### config.mk
export PLATFORM = sky130hd
export DESIGN_NAME = expr_ci
export DESIGN_NICKNAME = d
export VERILOG_FILES = /design/src/rtl/expr_pkg.sv /design/src/rtl/expr_ci_expr.sv /design/src/rtl/expr_ci.sv
export SDC_FILE = /design/constraint.sdc
export NUM_CORES = 1
export LEC_CHECK = 0
export CAP_MARGIN = 30
export CORE_MARGIN = 3
export CORE_UTILIZATION = 40
export DETAILED_ROUTE_END_ITERATION = 12
export PLACE_DENSITY_LB_ADDON = 0.15
export SLEW_MARGIN = 0
export SYNTH_ARGS = -nofsm -noshare
export SYNTH_HDL_FRONTEND = slang
export SYNTH_SLANG_ARGS = --single-unit
### constraint.sdc
create_clock -name clk -period 2.15 [get_ports clk]
set_input_delay 0.5375 -clock clk [delete_from_list [all_inputs] [get_ports clk]]
set_output_delay 0.5375 -clock clk [all_outputs]
set_load 0.01 [all_outputs]
### src/rtl/expr_pkg.sv
// Shared opcodes, FSM encodings and default pipeline latency for the expr
// custom-instruction responder.
package expr_pkg;

    localparam logic [1:0] OP_EVAL       = 2'd0;
    localparam logic [1:0] OP_READ_LAST  = 2'd1;
    localparam logic [1:0] OP_READ_COUNT = 2'd2;
    localparam logic [1:0] OP_CLEAR      = 2'd3;

    localparam logic [1:0] ST_IDLE = 2'd0;
    localparam logic [1:0] ST_RUN  = 2'd1;
    localparam logic [1:0] ST_RESP = 2'd2;

    localparam int EXPR_LATENCY = 16;

endpackage

### src/rtl/expr_ci_expr.sv
// Behavioural model of the fixed-latency expr pipeline: same ports and latency
// as the real core, computing 2*x by bumping the exponent field.
module expr #(
    parameter int LATENCY = expr_pkg::EXPR_LATENCY
) (
    input  logic        clk,
    input  logic        reset,
    input  logic [31:0] x,
    output logic [31:0] result
);

    logic [31:0] pipe_q [LATENCY];

    // NOTE: the stages are reset so a freshly released pipeline never presents stale data.
    always_ff @(posedge clk or posedge reset) begin
        if (reset) begin
            for (int i = 0; i < LATENCY; i++) pipe_q[i] <= '0;
        end else begin
            pipe_q[0] <= {x[31], x[30:23] + 8'd1, x[22:0]};
            for (int i = 1; i < LATENCY; i++) pipe_q[i] <= pipe_q[i-1];
        end
    end

    assign result = pipe_q[LATENCY-1];

endmodule

### src/rtl/expr_ci.sv
// Nios II multicycle custom instruction wrapping the expr pipeline, with a
// sticky last-result register and a completed-operation counter.
module expr_ci
    import expr_pkg::*;
#(
    parameter int LATENCY = EXPR_LATENCY,
    parameter int CNT_W   = 16
) (
    input  logic        clk,
    input  logic        reset,
    input  logic        clk_en,
    input  logic        start,
    input  logic [1:0]  n,
    input  logic [31:0] dataa,
    output logic        done,
    output logic [31:0] result,
    output logic        busy
);

    // Pipeline output is valid once x_q has been held for LATENCY edges.
    localparam logic [7:0] LAT_END = 8'(LATENCY);

    logic [1:0]       state_q, state_d;
    logic [31:0]      x_q, last_q, resp_q;
    logic [CNT_W-1:0] cnt_q;
    logic [7:0]       lat_q;
    logic             busy_q;
    logic [31:0]      expr_result;

    expr #(.LATENCY(LATENCY)) u_expr (
        .clk    (clk),
        .reset  (~reset),
        .x      (x_q),
        .result (expr_result)
    );

    always_comb begin
        state_d = state_q;
        case (state_q)
            ST_IDLE: if (start) state_d = (n == OP_EVAL) ? ST_RUN : ST_RESP;
            ST_RUN:  if (lat_q == LAT_END) state_d = ST_RESP;
            ST_RESP: state_d = ST_IDLE;
            default: state_d = ST_IDLE;
        endcase
    end

    // NOTE: all state uses non-blocking assignments so every register samples pre-edge values.
    always_ff @(posedge clk or negedge reset) begin
        if (!reset) begin
            state_q <= ST_IDLE;
            x_q     <= '0;
            last_q  <= '0;
            resp_q  <= '0;
            cnt_q   <= '0;
            lat_q   <= '0;
            busy_q  <= 1'b0;
        end else if (clk_en) begin
            state_q <= state_d;
            case (state_q)
                ST_IDLE: begin
                    if (start) begin
                        case (n)
                            OP_EVAL: begin
                                x_q    <= dataa;
                                lat_q  <= '0;
                                busy_q <= 1'b1;
                            end
                            OP_READ_LAST:  resp_q <= last_q;
                            OP_READ_COUNT: resp_q <= 32'(cnt_q);
                            default: begin
                                resp_q <= '0;
                                last_q <= '0;
                                cnt_q  <= '0;
                            end
                        endcase
                    end
                end
                ST_RUN: begin
                    lat_q <= lat_q + 8'd1;
                    if (lat_q == LAT_END) begin
                        resp_q <= expr_result;
                        last_q <= expr_result;
                        cnt_q  <= cnt_q + 1'b1;
                    end
                end
                ST_RESP: busy_q <= 1'b0;
                default: ;
            endcase
        end
    end

    assign done   = (state_q == ST_RESP);
    assign result = done ? resp_q : 32'h0;
    assign busy   = busy_q;

endmodule

## Yosys cells after proc, flatten, opt, wreduce, memory -nomap -nowiden

Cells that the tools add are included.

| operators by class | value |
|---|---|
| $add $sub $neg | 3 |
| equal/unequal tests | 10 |
| multiplexer cells | 22 |
| reductions and logical operators | 11 |

Operators by type and width:

| kind | count |
|---|---|
| 32-bit two-way mux | 5 |
| 32-bit case mux with 2 select lines | 2 |
| 32-bit case mux with 3 select lines | 1 |
| 16-bit two-way mux | 3 |
| 16-bit case mux with 2 select lines | 1 |
| 16-bit by 1-bit adder with 16-bit output (second input constant) | 1 |
| 8-bit by 1-bit adder with 8-bit output (second input constant) | 2 |
| 8-bit two-way mux | 2 |
| 8-bit case mux with 2 select lines | 1 |
| 4-bit AND reduction | 3 |
| 2-bit != test (second input constant) | 5 |
| 5-bit AND reduction | 2 |
| 8-bit by 5-bit equality test with 1-bit output (second input constant) | 1 |
| 2-bit two-way mux | 3 |
| 2-bit by 1-bit equality test with 1-bit output (second input constant) | 2 |
| 2-bit equality test (second input constant) | 2 |
| 2-bit zero test | 2 |
| 2-bit case mux with 2 select lines | 1 |
| 2-bit nonzero test | 2 |
| 3-bit AND reduction | 1 |
| 3-bit OR reduction | 1 |
| 1-bit two-way mux | 2 |
| 1-bit case mux with 2 select lines | 1 |

| storage, ports and cells | value |
|---|---|
| bits in registers | 635 |
| word-level logic and storage cells | 69 |

## Logic depth before layout (Yosys ltp)

| logic depth | value |
|---|---|
| depth after elaboration | 5 |
| mapped depth | 9 |
| depth with buffers taken out | 6 |

## By module

From an unflattened synthesis, not the netlist that was laid out.

| second synthesis, totals | value |
|---|---|
| cell total of the unflattened synthesis | 1115 |
| area total of the unflattened synthesis | 19188.4 µm² |

By module, submodules not included:

| module | instances | cells an instance | area each (µm²) | seq. area each (µm²) |
|---|---|---|---|---|
| expr | 1 | 561 | 13172.6 | 12812.3 |
| expr_ci | 1 | 554 | 6015.8 | 3078.0 |

## Least setup slack after synthesis

Ideal clock, no wire load.

| timing | value |
|---|---|
| path kind | in2reg |
| from | input port n[0] |
| to | register last_q[19] |
| library setup time | 0.127 ns |
| data arrival time | 1.746 ns |
| required time | 2.023 ns |
| path slack | 0.276 ns |
| cell stages on the path | 7 |
| path buffers | 2 |
| path through | ha_1 > a21oi_1 > nand2b_1 > buf_2 > nor2_4 > buf_6 > mux2_1 |

| on the way | value |
|---|---|
| longest elaborated chain between the ends | 4 |
| elaborated cells on any way between the ends | 6 |
| those cells by class | eq/ne (3); reduce/logical (3) |

RTL lines:

| element | RTL line | RTL |
|---|---|---|
| start: declaration | expr_ci.sv:13 | `input logic [1:0] n,` |
| 2-bit equality test, or another cell as far along | expr_ci.sv:62 | `case (n)` |
| 3-bit OR reduction (no source line) (*) | -- |  |
| 2-bit != test (no source line) (*) | -- |  |
| 5-bit AND reduction (no source line) (*) | -- |  |
| end signal: assignment | expr_ci.sv:82 | `last_q <= expr_result;` |
| end: declaration | expr_ci.sv:24 | `logic [31:0] x_q, last_q, resp_q;` |

Mark *: on every way between the ends. The rest lies on a longest branch, timed or not.
A chain may end at the register's enable or synchronous reset.

## Worst setup path after layout

| timing | value |
|---|---|
| from | register state_q[0] |
| to | output port result[11] |

| on the way | value |
|---|---|
| longest elaborated chain between the ends | 2 |

RTL lines:

| element | RTL line | RTL |
|---|---|---|
| start: declaration | expr_ci.sv:23 | `logic [1:0] state_q, state_d;` |
| start signal: assignment | expr_ci.sv:58 | `state_q <= state_d;` |
| 2-bit equality test | expr_ci.sv:92 | `assign done = (state_q == ST_RESP);` |
| 32-bit two-way mux | expr_ci.sv:93 | `assign result = done ? resp_q : 32'h0;` |
| end: declaration | expr_ci.sv:16 | `output logic [31:0] result,` |

Every way passes these cells.

==> flow_summary.json <==
{
  "grt_max_degree": 105,
  "cts.htree.levels": 2,
  "grt_setup_unrepaired": "true",
  "vias": 8385,
  "synthAdderAreaFrac": 0.00531,
  "grt_use_total": 0.108,
  "synthCells": 1079,
  "holdWs_ns": 0.336,
  "ys_ff_latch": 635,
  "area_delta_synth_final_pct": 22.3,
  "final-instance-count-excl-fill": 1884,
  "synth_area_leaders": "dfrtp_1 84%, mux2_2 3.5%, and2_1 2.3%",
  "post_synth_num_cell_types": 48,
  "placed_cells": 1764,
  "p_leak_nw": 10.6,
  "setup_viol": 33,
  "min_path_type": "flip-flop to flip-flop",
  "netlist.area_leader.share": 0.843,
  "totalWireLength_mm": 25.7,
  "ys_seq_area_frac": 0.843,
  "finalHoldViolations": 0,
  "p_comb_frac": 0.103,
  "dieArea_um2": 49800,
  "nets": 1282,
  "clockBufferDepth": 3,
  "mostFrequentLayoutCell": "dfrtp_1",
  "dpl.hpwl_mm": 14.9,
  "ioPinCount": 72,
  "synth_compound_area_frac": 0.0403,
  "clkPwrFrac": 0.315,
  "cts_tree": "done",
  "dieWidth_um": 223,
  "grt_pass1_vias": 8737,
  "fillers": 3823,
  "synthMuxAreaShare": 0.0376,
  "maxSlewHeadroom": 0.654,
  "skew_ns": 0.0124,
  "synth_top_family_by_area": "simple AND/OR/NAND/NOR gates",
  "worstSetupEndpointType": "primary output",
  "finalPower_mw": 33.0,
  "post-route-drc-count": 0,
  "yosys_warnings": 0,
  "layout_common_cells": "635 x dfrtp_1, 74 x a21oi_1, 61 x clkbuf_16",
  "period_share": 1.06,
  "tightest_slew_ns": 0.519,
  "syn_nets": 1125,
  "multi_input_area_um2": 2820,
  "final_antenna_net_count": 0,
  "status": "finished with violations",
  "io_buffers": 71,
  "wl_per_cell_um": 13.7,
  "clock.fmax_mhz": 439,
  "num_rows": 78,
  "arrival_ns": 1.74,
  "yosys.area_share.simple": 0.0570,
  "drive_above_1_share": 0.223,
  "gp_congestion": 0.768,
  "peakVddDrop_uv": 761,
  "drtPass1Iterations": 4,
  "violations": "setup timing",
  "seqCellArea_um2": 15900,
  "postSynth.asyncResetShare": 1.00,
  "timing.final.ws_setup_ns": -0.127,
  "cellInternalPower_mw": 25.7,
  "crit_fanout": 8,
  "clkTransAtPathRegs_ns": 0.06,
  "antennaDiodeCount": 0,
  "slew_violations": 0,
  "synthXorXnorAreaFrac": 0.00464,
  "cp-start-kind": "flip-flop",
  "critPathRequiredTime_ns": 1.61,
  "power_frac_seq": 0.582,
  "switching_share": 0.224,
  "path_class": "flip-flop to primary output",
  "avgSynthCellArea_um2": 17.5,
  "syn_area_um2": 18900,
  "initial_core_util": 0.410,
  "synth_area_leader_cell": "dfrtp_1",
  "grt_pass1_wl_mm": 44.3,
  "timing.max_cap.violations": 0,
  "finalCriticalPeriod_ns": 2.28,
  "die_h_um": 223,
  "grt_antenna_before_repair": 0,
  "power_density_nw_per_um2": 1430,
  "p_sw_mw": 7.40,
  "cts_num_sinks": 635,
  "clk_latency_ns": 0.59,
  "clockRootBuffer": "clkbuf_16",
  "core_area_um2": 46000,
  "cts_made_buffers": 60,
  "grt_remaining_overflow": 0,
  "synth_edf_count": 0,
  "synthFlopType": "dfrtp_1",
  "vias_per_cell": 4.45,
  "first_iter_violations": 411
}
per-stage QoR:
| step | setup slack, ns | utilization | cell area (µm²) | setup TNS [ns] |
|---|---|---|---|---|
| final | -0.127 | 0.502 | 23100 | -2.38 |
| after global routing | -0.196 | 0.502 | 23100 | -4.60 |
| after CTS | -0.188 | 0.498 | 22900 | -4.46 |
| after detailed placement | -0.306 | 0.452 | 20800 | -27.26 |
| after global placement | -0.276 | 0.452 | 20800 | -23.72 |
| after floorplan | 0.276 | - | 18900 | 0 |
final cells by class:
| cell class | instances | area share |
|---|---|---|
| Clock inverter | 11 | 0.00646 |
| Inverter | 12 | 0.00195 |
| Multi-Input combinational cell | 395 | 0.122 |
| Tap cell | 600 | 0.0326 |
| Timing Repair Buffer | 132 | 0.0662 |
| Sequential cell | 635 | 0.689 |
| Clock buffer | 99 | 0.0815 |
what timing repair did:
action	CTS	global route
setup endpoints to repair	34	33
buffers inserted	5	2
pin swaps	16	2
gates cloned	3	0
resized for setup	160	44
hold buffers	1	0
endpoints found under the hold margin	15	0
worst paths after layout:
check,startpoint,endpoint,slack [ns],cells after the start
worst max-delay path,state_q[0]$_DFFE_PN0P_,result[11],-0.13,6
worst min-delay path,u_expr.pipe_q[309]$_DFF_PN0_,u_expr.pipe_q[277]$_DFF_PN0_,0.34,0
min in group asynchronous,reset,resp_q[26]$_DFFE_PN0P_,0.40,2
worst min register to register,u_expr.pipe_q[309]$_DFF_PN0_,u_expr.pipe_q[277]$_DFF_PN0_,0.34,0
max in group asynchronous,reset,u_expr.pipe_q[242]$_DFF_PN0_,0.94,3
worst max register to register,lat_q[0]$_DFFE_PN0P_,cnt_q[12]$_DFFE_PN0P_,0.20,7
registers in the layout, summed over array words and instances, names as in the netlist:
name and cells:
cnt_q 16, state_q 2, busy 1, x_q 32, lat_q 8, u_expr.result 32, u_expr.pipe_q 480, resp_q 32
last_q 32
critical path, cell delays in order (launching register included):
cell and delay, ns:
dfrtp_1 0.41, nor2b_4 0.14, buf_6 0.13, buf_12 0.12, buf_16 0.12, and2_4 0.14
buf_6 0.09
cell usage after synthesis, types with 5 or more instances:
| master | number |
|---|---|
| xnor2_1 | 7 |
| clkbuf_1 | 18 |
| nand3_1 | 17 |
| nor2_1 | 38 |
| nand4_1 | 8 |
| o31ai_1 | 5 |
| and2_1 | 68 |
| o21ai_0 | 18 |
| mux2_2 | 58 |
| a22o_1 | 17 |
| nand2_1 | 17 |
| ha_1 | 8 |
| a21oi_1 | 74 |
| or4_1 | 6 |
| buf_2 | 12 |
| dfrtp_1 | 635 |
| inv_1 | 12 |
routing by layer:
layer	wire, µm	GRT usage	up-vias
li1	-	-	3917
met1	11300	0.141	4278
met2	12600	0.176	128
met3	1120	0.0253	62
met4	795	0.0451	0
met5	0	0	-
power by group through the flow:
stage	clock [mW]	sequential [mW]	combinational [mW]
after floorplan	0	18.9	2.01
after global placement	0	19.2	3.10
after detailed placement	0	19.5	3.16
after CTS	10.8	19.3	3.33
after global routing	11.4	19.9	3.80
final	10.4	19.2	3.41
cells by family after synthesis:
family,Yosys count
compound gates,129
xor+xnor,10
fa+ha+maj,8
buf+inv,49
flops,635
mux,63
simple gates,185
(Power assumes the default switching activity.)
